## src/rtl/mmio_uart_tx.sv

```systemverilog
// Memory-mapped 8N1 UART transmitter with a small TX FIFO.
// Define UART_TX_PARITY_EN to add a parity bit and BAUDDIV[16] odd select.
module mmio_uart_tx #(
  parameter int DATA_WIDTH = 32,
  parameter int ADDR_WIDTH = 32,
  parameter logic [ADDR_WIDTH-1:0] BASE_ADDR = 32'h1001_0100,
  parameter int FIFO_DEPTH = 4,
  parameter logic [15:0] BAUD_DIV_RST = 16'd434
) (
  input  logic                  clk,
  input  logic                  rst,
  input  logic                  MemWrite,
  input  logic                  MemRead,
  input  logic [ADDR_WIDTH-1:0] RWAddress,
  input  logic [DATA_WIDTH-1:0] WriteData,
  output logic [DATA_WIDTH-1:0] MemData,
  output logic                  hit,
  output logic                  tx
);

  localparam int PW = (FIFO_DEPTH > 1) ? $clog2(FIFO_DEPTH) : 1;
`ifdef UART_TX_PARITY_EN
  localparam int BW = 17;
`else
  localparam int BW = 16;
`endif

  typedef enum logic [2:0] {
    IDLE, START, DATA, PARITY, STOP
  } state_t;

  logic [7:0]    fifoMem [FIFO_DEPTH];
  logic [PW-1:0] wrPtr;
  logic [PW-1:0] rdPtr;
  logic [4:0]    count;
  logic          overflow;
  logic [BW-1:0] baudDiv;
  state_t        state;
  logic [7:0]    shiftReg;
  logic [2:0]    bitIdx;
  logic [15:0]   baudCnt;
  logic          parityBit;

  logic       wrEn, rdEn;
  logic [1:0] regSel;
  logic       full, empty, busy;
  logic       push, pop, pushOk;
  logic       ovfSet, ovfClr;
  logic [15:0] period;
  logic       bitEnd;
  logic       unusedBits;

  assign hit    = RWAddress[ADDR_WIDTH-1:4] == BASE_ADDR[ADDR_WIDTH-1:4];
  assign wrEn   = hit & MemWrite;
  assign rdEn   = hit & MemRead;
  assign regSel = RWAddress[3:2];

  assign full   = count == 5'(FIFO_DEPTH);
  assign empty  = count == 5'd0;
  assign busy   = state != IDLE;
  assign pop    = (state == IDLE) && !empty;
  assign push   = wrEn && (regSel == 2'd0);
  // A full FIFO still takes a push when the FSM frees a slot this cycle
  assign pushOk = push && (!full || pop);
  assign ovfSet = push && full && !pop;
  assign ovfClr = wrEn && (regSel == 2'd1) && WriteData[3];

  assign period = (baudDiv[15:0] == 16'd0) ? 16'd1 : baudDiv[15:0];
  assign bitEnd = baudCnt >= (period - 16'd1);

  assign unusedBits = ^{RWAddress[1:0], WriteData[DATA_WIDTH-1:BW]};

  always_comb begin
    MemData = '0;
    if (rdEn) begin
      case (regSel)
        2'd1: MemData[8:0] = {count, overflow, empty, full, busy};
        2'd2: MemData[BW-1:0] = baudDiv;
        default: MemData = '0;
      endcase
    end
  end

  always_ff @(posedge clk) begin
    if (pushOk)
      fifoMem[wrPtr] <= WriteData[7:0];
  end

  always_ff @(posedge clk or posedge rst) begin
    if (rst) begin
      wrPtr    <= '0;
      rdPtr    <= '0;
      count    <= '0;
      overflow <= 1'b0;
      baudDiv  <= BW'(BAUD_DIV_RST);
    end else begin
      if (pushOk)
        wrPtr <= wrPtr + 1'b1;
      if (pop)
        rdPtr <= rdPtr + 1'b1;
      count <= count + 5'(pushOk) - 5'(pop);
      if (ovfSet)
        overflow <= 1'b1;
      else if (ovfClr)
        overflow <= 1'b0;
      if (wrEn && (regSel == 2'd2))
        baudDiv <= WriteData[BW-1:0];
    end
  end

  // tx is registered from the current state, so it trails state by a clock
  always_ff @(posedge clk or posedge rst) begin
    if (rst) begin
      state     <= IDLE;
      tx        <= 1'b1;
      shiftReg  <= '0;
      bitIdx    <= '0;
      baudCnt   <= '0;
      parityBit <= 1'b0;
    end else begin
      if (state != IDLE)
        baudCnt <= bitEnd ? 16'd0 : baudCnt + 16'd1;
      case (state)
        IDLE: begin
          tx <= 1'b1;
          if (pop) begin
            shiftReg  <= fifoMem[rdPtr];
            parityBit <= ^fifoMem[rdPtr];
            baudCnt   <= '0;
            state     <= START;
          end
        end
        START: begin
          tx <= 1'b0;
          if (bitEnd) begin
            bitIdx <= '0;
            state  <= DATA;
          end
        end
        DATA: begin
          tx <= shiftReg[0];
          if (bitEnd) begin
            shiftReg <= {1'b0, shiftReg[7:1]};
            bitIdx   <= bitIdx + 3'd1;
            if (bitIdx == 3'd7) begin
`ifdef UART_TX_PARITY_EN
              state <= PARITY;
`else
              state <= STOP;
`endif
            end
          end
        end
`ifdef UART_TX_PARITY_EN
        PARITY: begin
          tx <= parityBit ^ baudDiv[16];
          if (bitEnd)
            state <= STOP;
        end
`endif
        STOP: begin
          tx <= 1'b1;
          if (bitEnd)
            state <= IDLE;
        end
        default: begin
          tx    <= 1'b1;
          state <= IDLE;
        end
      endcase
    end
  end

endmodule

```

## config.mk

```make
export PLATFORM = sky130hd
export DESIGN_NAME = mmio_uart_tx
export DESIGN_NICKNAME = d
export VERILOG_FILES = /design/src/rtl/mmio_uart_tx.sv
export SDC_FILE = /design/constraint.sdc
export NUM_CORES = 1
export LEC_CHECK = 0
export BUFFER_PORTS_ARGS = -buffer_cell sky130_fd_sc_hd__buf_2
export CORE_ASPECT_RATIO = 0.8
export CORE_UTILIZATION = 55
export CTS_BUF_LIST = sky130_fd_sc_hd__clkbuf_16
export DETAILED_ROUTE_END_ITERATION = 10
export PLACE_DENSITY = 0.78
export SYNTH_ARGS = -nofsm -noshare
export SYNTH_HDL_FRONTEND = slang
export SYNTH_SLANG_ARGS = --single-unit
```

## constraint.sdc

```tcl
create_clock -name clk -period 5.9 [get_ports clk]
set_clock_uncertainty 0.1 [all_clocks]
set_input_delay 1.18 -clock clk [delete_from_list [all_inputs] [get_ports clk]]
set_output_delay 1.18 -clock clk [all_outputs]
set_load 0.02 [all_outputs]
```

==> reports/metrics.yaml, run 1 <==
r2r_slack_ns: 0.91
whs_path_depth: 1
setup_viol: 0
r2r-end: "shiftReg[2]$_DFFE_PP0P_"
fmax_mhz: 200.5
slowest_delay_ns: 0.56
area.growth.synth_to_final_pct: 14.49
drt_iter0_drc: 160
synth.most_common_cell: "dfrtp_1"
ys_ff_latch: 89
rows: 30
comb_power_share_pct: 5.9
die-width_um: 108.4
antenna_cells: 0
antenna_found_initial: 0
drive_gt1_share_pct: 26.85
cts_inserted_buffers: 9
reg2regPathDepth: 15
rr_startpoint: "baudDiv[9]$_DFFE_PP0P_"
routabilityCongestion: 0.8609
path_delay_family: "simple AND/OR/NAND/NOR gates"
grt_pass1_wl_um: 17130
met1Wirelength_um: 4513
dieArea_sq_um: 9448
die_h_um: 87.14
floorplan.initialDensity_pct: 57.72
path_buf_inv: 0
wl_per_cell_um: 16.34
relSlewSlack_pct: 34.55
grt_pass1_vias: 3500
cts.htree.levels: 3
rsz0062_at_grt: "no"
p_int_w: 0.001099
cts_setup_buffers: 0
crit_fanout: 10
hp-class: "flip-flop to flip-flop"
viasPerCell: 5.725
synthCells: 443
p_switching_w: 0.0003032
p_leak_nw: 2.517
hpwl_um: 7305
status: "completed"
postCtsHoldBufs: 0
cts_sinks: 89
whs_ns: 0.4070
path_class: "flip-flop to flip-flop"
ios: 102
cts_root_buf: "clkbuf_16"
grt_overflow_total: 0
maxSlewViolCount: 0
ir_worst_vdd_mv: 0.1747
via_count: 3584
drt_wl_total_um: 10230
nets: 610
synth-async-reset-ratio_pct: 64.04
dr.max_layer_used: "met4"
fin_ws_ns: 0.9127
tns_ns: 0
cpMostUsedCell: "nor4_1"
wl_met3_um: 586
cap_viol_max_count: 0
slowest_stage: "or4_4"
power_density_nw_per_um2: 245.8
grt_max_degree: 58
synth_area_per_cell_sq_um: 11.25
yosys.area.top_type: "dfrtp_1"
end_kind: "flip-flop"
swShare_pct: 21.62
clock_path_buffers: 2
synth.top_cells.by_area: "dfrtp_1 (26%), edfxtp_1 (19%), ha_1 (8.0%)"
ant_nets: 0
ys_types: 53
pwr-share-seq_pct: 46.6
clk_pin_slew_worst_paths_ns: 0.07
synth_common_cells: "dfrtp_1 (51), nand2_1 (45), nor2_1 (40)"
met2_length_um: 5018
clk_latency_ns: 0.34
power_frac_clock_pct: 47.5
drt_first_pass_iters: 5
seq_area_frac_synth_pct: 48.05
synth-edff-count: 32
worstPathRequired_ns: 6.02
hold_viol: 0
cts_tree: "built"
worst_setup_path_start_kind: "flip-flop"
coreArea_sq_um: 8633
place_ws_ns: 0.9798
synth.cell_area_sq_um: 4984
yosys_warnings: 0
hold_path.startpoint: "overflow$_DFFE_PP0P_"
portBuffers: 67
period_needed_ns: 4.987
min_to: "overflow$_DFFE_PP0P_"
ys.flop_type: "dfrtp_1"
grt.total_usage_pct: 23.89
drc: 0
arrival_ns: 5.11
synth_top_cell_area_share_pct: 25.61
cts_resized: 0
fin_crit_sh_pct: 84.53
crit_chain: "or4_4, or4_4, nor4_1, nor2_1, ha_1, nand2_1, or2_2, nor4_1, xnor2_1, ha_1, nand4_1, nor4_1, a311oi_2, a21oi_2, mux2_2"
worst_slew_pin_slew_ns: 0.9818
[power by group through the flow]
stage / registers [W] / clock network, W / logic (W)
after global placement: 0.000664 / 0 / 0.0000783
final: 0.000653 / 0.000666 / 0.0000832
after floorplan: 0.000663 / 0 / 0.0000594
after detailed placement: 0.000665 / 0 / 0.0000812
after CTS: 0.000653 / 0.000675 / 0.0000835
after global routing: 0.000653 / 0.000700 / 0.0000927
[worst max-delay path by stage]
stage / depth (start not counted) / startpoint / to
after floorplan: 15 / baudDiv[9]$_DFFE_PP0P_ / shiftReg[0]$_DFFE_PP0P_
after global placement: 15 / baudDiv[9]$_DFFE_PP0P_ / shiftReg[0]$_DFFE_PP0P_
after detailed placement: 15 / baudDiv[9]$_DFFE_PP0P_ / shiftReg[2]$_DFFE_PP0P_
after CTS: 15 / baudDiv[9]$_DFFE_PP0P_ / shiftReg[2]$_DFFE_PP0P_
after global routing: 15 / baudDiv[9]$_DFFE_PP0P_ / state[0]$_DFFE_PP0P_
final: 15 / baudDiv[9]$_DFFE_PP0P_ / shiftReg[2]$_DFFE_PP0P_
[state kept, by name, indices dropped and copies added (netlist names)]
signal and count:
baudDiv 16, count 5, shiftReg 8, overflow 1, baudCnt 16, rdPtr 2, tx 1, fifoMem 32
state 3, wrPtr 2, bitIdx 3
[cell type report]
class | count | area [sq um]
sequential | 89 | 2395
inverter | 16 | 60.06
tap | 112 | 140.1
timing repair buffer | 69 | 350.3
fill | 627 | 2928
multi-input combinational | 324 | 2411
clock buffer | 9 | 225.2
clock inverter | 7 | 123.9
[routing by layer]
metal / track usage [%] / vias to the layer above
met2: 38.26 / 129
met4: 7.248 / 0
met1: 32.64 / 1748
li1: - / 1697
met5: 0 / -
met3: 5.310 / 10
[cells in the final DEF, fill, tap and decap left out, types with 3 or more instances in the layout]
cell	n
a211o_1	4
a21boi_0	3
a21oi_1	14
a22oi_1	8
and2_1	15
and4_1	3
buf_2	67
bufinv_16	3
clkbuf_16	9
conb_1	16
dfrtp_1	51
dfstp_2	6
edfxtp_1	32
ha_1	32
inv_1	15
mux2_2	24
mux4_2	8
nand2_1	45
nand2b_1	6
nand3_1	8
nand4_1	6
nor2_1	40
nor3_1	7
nor4_1	11
nor4b_1	3
o21ai_0	5
or2_2	3
xnor2_1	21
xor2_1	12
[logic make-up after synthesis]
logic type / Yosys count / synth area share, %
buffers and inverters: 45 / 4.695
flip-flops: 89 / 48.05
XOR/XNOR: 33 / 5.800
AO/OA/AOI/OAI: 51 / 7.783
multiplexers: 32 / 9.038
adder cells (fa/ha/maj): 33 / 8.436
AND/OR/NAND/NOR: 159 / 16.12
other: 1 / 0.07525
[per-stage QoR]
stage | util [%] | total power [W] | cell area, sq um | cells
finish | 66.09 | 0.001402 | 5705 | 626
global route | 66.09 | 0.001446 | 5705 | 626
CTS | 66.09 | 0.001411 | 5705 | 626
detailed placement | 62.04 | 0.0007459 | 5356 | 610
global placement | 62.04 | 0.0007426 | 5356 | 610
floorplan | - | 0.0007222 | 5040 | 458
[worst reg2reg max path: stages (launching register included)]
cell	delay (ns)
dfrtp_1	0.44
or4_4	0.56
or4_4	0.46
nor4_1	0.39
nor2_1	0.14
ha_1	0.25
nand2_1	0.10
or2_2	0.16
nor4_1	0.07
xnor2_1	0.15
ha_1	0.34
nand4_1	0.14
nor4_1	0.35
a311oi_2	0.30
a21oi_2	0.50
mux2_2	0.41
Power figures use the tool's default switching activity.
==> run 2: changes to the inputs <==
- ABC_AREA: unset -> 1
- CORE_UTILIZATION: 55 -> 50
- PLACE_DENSITY: 0.78 -> 0.74
- clock period: 5.9 -> 4.58 ns (I/O delays scaled with it)
==> run 2 against run 1 <==
  * Final cell count is 34% higher
  * Fmax is 24% higher
  * Count of clock-buffer cells in the layout stayed put
  * Critical path type unchanged
  * Critical endpoint is now baudCnt[15]$_DFF_PP0_
  * Largest power group is now registers
==> reports/metrics.yaml, run 2 <==
status: "completed"  # unchanged
cap_viol_max_count: 0  # unchanged
coreArea_sq_um: 10200  # was 8633 sq um
nets: 792  # was 610
cts.htree.levels: 3  # unchanged
ant_nets: 0  # unchanged
worst_slew_pin_slew_ns: 0.7954  # was 0.9818 ns
top_regs: "fifoMem: 32 flops, baudCnt: 16 flops, baudDiv: 16 flops"  # unchanged
grt_pass1_vias: 3965  # was 3500
ios: 102  # unchanged
hp-class: "flip-flop to flip-flop"  # unchanged
relSlewSlack_pct: 46.78  # was 34.55%
cts_sinks: 89  # unchanged
via_count: 4252  # was 3584
hpwl_um: 8240  # was 7305 um
cts_root_buf: "clkbuf_16"  # unchanged
ys.flop_type: "dfrtp_1"  # unchanged
power_density_nw_per_um2: 289.8  # was 245.8 nW/um^2
p_int_w: 0.001313  # was 0.001099 W
tns_ns: 0  # unchanged
drt_iter0_drc: 243  # was 160
crit_fanout: 13  # was 10
synth-async-reset-ratio_pct: 64.04  # unchanged
clk_latency_ns: 0.34  # about the same
rsz0062_at_grt: "no"  # unchanged
comb_power_share_pct: 7.4  # was 5.9%
ys_ff_latch: 89  # unchanged
yosys.area.top_type: "dfrtp_1"  # unchanged
die-width_um: 116.4  # was 108.4 um
swShare_pct: 23.39  # was 21.62%
rows: 33  # was 30
ir_worst_vdd_mv: 0.1841  # was 0.1747 mV
cts_tree: "built"  # unchanged
routabilityCongestion: 0.8261  # was 0.8609
dieArea_sq_um: 10880  # was 9448 sq um
p_leak_nw: 2.897  # was 2.517 nW
hold_viol: 0  # unchanged
p_switching_w: 0.0004010  # was 0.0003032 W
synth_top_cell_area_share_pct: 24.40  # was 25.61%
fin_ws_ns: 0.5694  # was 0.9127 ns
pwr-share-seq_pct: 49.6  # was 46.6%
fin_crit_sh_pct: 87.57  # was 84.53%
ys_types: 39  # was 53
antenna_found_initial: 0  # unchanged
synth.cell_area_sq_um: 5231  # was 4984 sq um
drt_first_pass_iters: 5  # unchanged
largest_reg_flops: 32  # unchanged
wl_per_cell_um: 13.07  # was 16.34 um
cts_setup_buffers: 0  # unchanged
synth.most_common_cell: "nand2_1"  # was dfrtp_1
grt_pass1_wl_um: 18170  # was 17130 um
drive_gt1_share_pct: 15.66  # was 26.85%
worst_setup_path_start_kind: "flip-flop"  # unchanged
clock_path_buffers: 2  # unchanged
power_frac_clock_pct: 43.1  # was 47.5%
drc: 0  # unchanged
viasPerCell: 5.086  # was 5.725
grt.total_usage_pct: 21.83  # was 23.89%
grt_overflow_total: 0  # unchanged
arrival_ns: 4.12  # was 5.11 ns
area.growth.synth_to_final_pct: 13.08  # was 14.49%
synth_area_per_cell_sq_um: 8.343  # was 11.25 sq um
final_common_cell: "nand2_1"  # was buf_2
antenna_cells: 0  # unchanged
fmax_mhz: 249.3  # was 200.5 MHz
maxSlewViolCount: 0  # unchanged
drt_wl_total_um: 10920  # was 10230 um
synth_common_cells: "nand2_1 (179), nor2_1 (67), inv_1 (60)"  # was dfrtp_1 (51), nand2_1 (45), nor2_1 (40)
n_fill_cell: 900  # was 627
place_ws_ns: 0.6015  # was 0.9798 ns
final_util_pct: 58.01  # was 66.09%
cts_resized: 0  # unchanged
worstPathRequired_ns: 4.69  # was 6.02 ns
cts_inserted_buffers: 9  # unchanged
synth-edff-count: 32  # unchanged
clk_pin_slew_worst_paths_ns: 0.06  # was 0.07 ns
period_needed_ns: 4.011  # was 4.987 ns
yosys_warnings: 0  # unchanged
path_class: "flip-flop to flip-flop"  # unchanged
grt_max_degree: 34  # was 58
end_kind: "flip-flop"  # unchanged
regMostFlops: "fifoMem"  # unchanged
floorplan.initialDensity_pct: 51.29  # was 57.72%
setup_viol: 0  # unchanged
final_cell_mix: "nand2_1 (179), nor2_1 (67), buf_2 (67)"  # was buf_2 (67), dfrtp_1 (51), nand2_1 (45)
postCtsHoldBufs: 0  # unchanged
portBuffers: 67  # unchanged
die_h_um: 93.49  # was 87.14 um
synthCells: 627  # was 443
seq_area_frac_synth_pct: 45.78  # was 48.05%
synth.top_cells.by_area: "dfrtp_1 (24%), edfxtp_1 (18%), nand2_1 (13%)"  # was dfrtp_1 (26%), edfxtp_1 (19%), ha_1 (8.0%)
-- run 2: path summary, 6_finish.rpt --
path | start | endpoint | slack, ns | cells after the start
max reg2reg | baudDiv[5]$_DFFE_PP1P_ | baudCnt[15]$_DFF_PP0_ | 0.57 | 21
min in group asynchronous | rst | bitIdx[2]$_DFFE_PP0P_ | 0.58 | 2
min reg2reg | bitIdx[2]$_DFFE_PP0P_ | bitIdx[2]$_DFFE_PP0P_ | 0.38 | 2
max in group asynchronous | rst | baudDiv[4]$_DFFE_PP1P_ | 2.94 | 3
min | bitIdx[2]$_DFFE_PP0P_ | bitIdx[2]$_DFFE_PP0P_ | 0.38 | 2
max | baudDiv[5]$_DFFE_PP1P_ | baudCnt[15]$_DFF_PP0_ | 0.57 | 21
-- run 2: critical path, cell delays in order, from the launching register on --
cell and delay (ns):
dfstp_2 0.61, nor2_1 0.06, nand3_1 0.09, nor3_1 0.05
nand2_1 0.07, nand2_1 0.08, inv_1 0.13, ha_1 0.20
nand2_1 0.12, nor3_2 0.22, nand4_1 0.15, nor2_1 0.14
xor2_1 0.15, inv_1 0.06, ha_1 0.26, nand2_1 0.08
nor3_1 0.22, nand2_1 0.11, nand2_1 0.33, nand2_1 0.16
nand2_1 0.38, nor2_1 0.10
-- run 2: cells by family after synthesis --
| group | count (synthesis) | share of synthesized area, % |
|---|---|---|
| flip-flops | 89 | 45.78 |
| AO/OA/AOI/OAI | 60 | 6.673 |
| buffers and inverters | 96 | 8.563 |
| AND/OR/NAND/NOR | 323 | 26.69 |
| other | 1 | 0.07168 |
| XOR/XNOR | 25 | 4.186 |
| adder cells (fa/ha/maj) | 33 | 8.036 |
-- run 2: power groups by stage --
stage / sequential [W] / combinational, W / clock (W)
global placement: 0.000865 / 0.000122 / 0
global route: 0.000850 / 0.000144 / 0.000782
finish: 0.000850 / 0.000126 / 0.000739
floorplan: 0.000861 / 0.0000942 / 0
CTS: 0.000849 / 0.000128 / 0.000752
detailed placement: 0.000865 / 0.000128 / 0
-- run 2: cell type report --
type | count | area [sq um] | share of cell area [%]
well taps | 140 | 175.2 | 2.961
multi-input cells | 457 | 2445 | 41.33
clock inverters | 7 | 76.32 | 1.290
repair buffers | 70 | 357.8 | 6.049
clock buffers | 9 | 225.2 | 3.807
inverters | 64 | 241.5 | 4.082
flip-flops and latches | 89 | 2395 | 40.48
-- run 2: routing by layer --
| layer | GRT usage [%] | vias to the layer above | part of all wire [%] |
|---|---|---|---|
| li1 | - | 2133 | - |
| met1 | 29.34 | 1960 | 46 |
| met2 | 35.36 | 148 | 46 |
| met3 | 4.796 | 11 | 6.6 |
| met4 | 6.090 | 0 | 0.97 |
| met5 | 0 | - | 0 |
-- run 2: stage by stage --
stage | cells | hold WS (ns) | cell area (sq um) | power [W]
2_1_floorplan | 642 | 0.3459 | 5288 | 0.0009550
4_1_cts | 836 | 0.3889 | 5916 | 0.001730
3_5_place_dp | 820 | 0.3735 | 5614 | 0.0009924
3_3_place_gp | 820 | 0.3579 | 5614 | 0.0009862
6_report | 836 | 0.3828 | 5916 | 0.001714
5_1_grt | 836 | 0.4207 | 5916 | 0.001776
==> run 3: changes to the inputs <==
- ABC_AREA: 1 -> unset
- PLACE_DENSITY: 0.74 -> 0.75
==> run 3 against run 2 <==
  * Register-to-register slack worse by 0.34 ns
  * Worst hold slack improved by 0.028 ns
  * Wire length decreased by 6.3%
  * Power rose by 0.82%
  * First-iteration DRC count fell by 36%
  * Non-clock buffer count grew 7
  * Setup slack lost 0.34 ns
  * Critical path depth shrank 6
  * Global-route usage shrank 0.53 points
  * Critical endpoint is now state[0]$_DFFE_PP0P_
  * Largest cell class unchanged
==> reports/metrics.yaml, run 3 (same netlist as run 1, synthesis figures left out) <==
drive_gt1_share_pct: 28.74  # was 15.66%
final_util_pct: 60.17  # was 58.01%
swShare_pct: 23.88  # was 23.39%
cts.htree.levels: 3  # unchanged
drt_iter0_drc: 155  # was 243
power_density_nw_per_um2: 297.7  # was 289.8 nW/um^2
wl_met3_um: 593  # was 716 um
p_switching_w: 0.0004127  # was 0.0004010 W
grt_overflow_total: 0  # unchanged
die_h_um: 91.30  # was 93.49 um
fin_crit_sh_pct: 95.02  # was 87.57%
rows: 32  # was 33
comb_power_share_pct: 6.1  # was 7.4%
top_regs: "fifoMem: 32 flops, baudCnt: 16 flops, baudDiv: 16 flops"  # unchanged
portBuffers: 67  # unchanged
cap_viol_max_count: 0  # unchanged
hpwl_um: 7473  # was 8240 um
setup_viol: 0  # unchanged
hp-class: "flip-flop to flip-flop"  # unchanged
cts_sinks: 89  # unchanged
drt_first_pass_iters: 4  # was 5
grt_max_degree: 38  # was 34
cts_root_buf: "clkbuf_16"  # unchanged
clock_path_buffers: 2  # unchanged
ir_worst_vdd_mv: 0.1815  # was 0.1841 mV
fin_ws_ns: 0.2283  # was 0.5694 ns
routabilityCongestion: 0.8649  # was 0.8261
path_buf_inv: 0  # was 2
regMostFlops: "fifoMem"  # unchanged
grt.total_usage_pct: 21.30  # was 21.83%
cp.depth: 15  # was 21
path_delay_family: "simple AND/OR/NAND/NOR gates"  # unchanged
pwr-share-seq_pct: 48.6  # was 49.6%
coreArea_sq_um: 9649  # was 10200 sq um
maxSlewViolCount: 0  # unchanged
final_common_cell: "buf_2"  # was nand2_1
power_frac_clock_pct: 45.3  # was 43.1%
final_cell_mix: "buf_2 (67), dfrtp_1 (51), nand2_1 (45)"  # was nand2_1 (179), nor2_1 (67), buf_2 (67)
worstPathRequired_ns: 4.70  # was 4.69 ns
grt_pass1_wl_um: 17300  # was 18170 um
worst_setup_path_start_kind: "flip-flop"  # unchanged
place_ws_ns: 0.007303  # was 0.6015 ns
wl_per_cell_um: 15.55  # was 13.07 um
path_class: "flip-flop to flip-flop"  # unchanged
hold_viol: 0  # unchanged
p_int_w: 0.001316  # was 0.001313 W
clk_pin_slew_worst_paths_ns: 0.07  # was 0.06 ns
ios: 102  # unchanged
status: "completed"  # unchanged
relSlewSlack_pct: 44.83  # was 46.78%
cts_inserted_buffers: 9  # unchanged
floorplan.initialDensity_pct: 51.65  # was 51.29%
reg2regPathDepth: 15  # was 21
crit_chain: "or4_4, or4_4, nor4_4, nor2_1, ha_2, nand2_1, or2_2, nor4_1, xnor2_1, ha_1, a21oi_1, a21boi_0, a311oi_2, nand2_1, a2111oi_2"  # was nor2_1, nand3_1, nor3_1, nand2_1, nand2_1, inv_1, ha_1, nand2_1, nor3_2, nand4_1, nor2_1, xor2_1, inv_1, ha_1, nand2_1, nor3_1, nand2_1, nand2_1, nand2_1, nand2_1, nor2_1
slowest_delay_ns: 0.56  # was 0.61 ns
drc: 0  # unchanged
fmax_mhz: 229.8  # was 249.3 MHz
slowest_stage: "or4_4"  # was dfstp_2
met2_length_um: 4936  # was 5058 um
ant_nets: 0  # unchanged
period_needed_ns: 4.352  # was 4.011 ns
n_fill_cell: 750  # was 900
tns_ns: 0  # unchanged
grt_pass1_vias: 3549  # was 3965
crit_fanout: 7  # was 13
via_count: 3597  # was 4252
antenna_cells: 0  # unchanged
clk_latency_ns: 0.34  # about the same
dieArea_sq_um: 10370  # was 10880 sq um
cts_tree: "built"  # unchanged
area.growth.synth_to_final_pct: 16.50  # was 13.08%
final_cell_area_sq_um: 5806  # was 5916 sq um
worst_slew_pin_slew_ns: 0.8276  # was 0.7954 ns
nets: 618  # was 792
met1Wirelength_um: 4546  # was 5040 um
postCtsHoldBufs: 0  # unchanged
drt_wl_total_um: 10240  # was 10920 um
viasPerCell: 5.467  # was 5.086
die-width_um: 113.6  # was 116.4 um
dr.max_layer_used: "met4"  # unchanged
post_dp_cell_area_sq_um: 5446  # was 5614 sq um
p_leak_nw: 2.549  # was 2.897 nW
antenna_found_initial: 0  # unchanged
whs_path_depth: 1  # was 2
arrival_ns: 4.48  # was 4.12 ns
rsz0062_at_grt: "no"  # unchanged
largest_reg_flops: 32  # unchanged
end_kind: "flip-flop"  # unchanged
==> run 3: cell count changes in the layout (fill, tap and decap cells not counted), moves of 7 or more <==
| cell | change |
|---|---|
| nand2_1 | -134 |
| inv_1 | -45 |
| nand3_1 | -40 |
| nor2_1 | -27 |
| mux2_2 | +24 |
| and2_1 | +15 |
| xnor2_1 | +15 |
| o21ai_0 | -14 |
| a21oi_1 | -12 |
| mux4_2 | +8 |
| nor4_1 | +8 |
| a32o_1 | -7 |
| xor2_1 | -7 |
==> run 3: worst register-to-register path: stages (launching register included) <==
cell and delay (ns):
dfstp_2 0.41, or4_4 0.56, or4_4 0.46, nor4_4 0.24, nor2_1 0.10, ha_2 0.21
nand2_1 0.09, or2_2 0.16, nor4_1 0.07, xnor2_1 0.13, ha_1 0.31, a21oi_1 0.15
a21boi_0 0.13, a311oi_2 0.48, nand2_1 0.23, a2111oi_2 0.39
==> run 3: layer usage <==
layer / global-route usage [%] / vias up
met3: 3.738 / 17
met2: 35.21 / 145
met1: 28.66 / 1732
li1: - / 1703
met4: 6.469 / 0
met5: 0 / -
==> run 3: power groups by stage <==
stage               combinational (W)  sequential [W]  clock (W)
floorplan                   0.0000765        0.000854          0
global placement             0.000102        0.000855          0
global route                 0.000120        0.000841   0.000827
detailed placement           0.000106        0.000856          0
CTS                          0.000106        0.000840   0.000796
finish                       0.000105        0.000840   0.000784
==> run 3: cell type report <==
type / instances / area (sq um) / share of cell area [%]
clock buffer: 9 / 225.2 / 3.879
clock inverter: 7 / 101.3 / 1.746
inverter: 16 / 60.06 / 1.034
multi-input combinational: 324 / 2440 / 42.03
sequential: 89 / 2395 / 41.25
tap: 136 / 170.2 / 2.931
timing repair buffer: 77 / 414.1 / 7.134
==> run 3: path summary, 6_finish.rpt <==
path	from	endpoint	slack, ns
worst max-delay path	baudDiv[8]$_DFFE_PP1P_	state[0]$_DFFE_PP0P_	0.23
max in group asynchronous	rst	baudDiv[1]$_DFFE_PP1P_	3.00
worst min-delay path	shiftReg[7]$_DFFE_PP0P_	shiftReg[6]$_DFFE_PP0P_	0.41
min in group asynchronous	rst	baudDiv[9]$_DFFE_PP0P_	0.50
worst max register to register	baudDiv[8]$_DFFE_PP1P_	state[0]$_DFFE_PP0P_	0.23
worst min register to register	shiftReg[7]$_DFFE_PP0P_	shiftReg[6]$_DFFE_PP0P_	0.41
==> run 3: through the flow <==
stage	std cells	hold WS [ns]	power [W]
2_1_floorplan	458	0.3569	0.0009304
3_3_place_gp	642	0.3787	0.0009573
3_5_place_dp	642	0.3967	0.0009618
4_1_cts	658	0.4124	0.001742
5_1_grt	658	0.4282	0.001788
6_report	658	0.4111	0.001728
==> run 3: timing repair <==
item                                    CTS  global route
gates resized for setup                   1             5
buffers inserted                          0             0
pin swaps                                 0             4
endpoints found under the setup margin   10            12
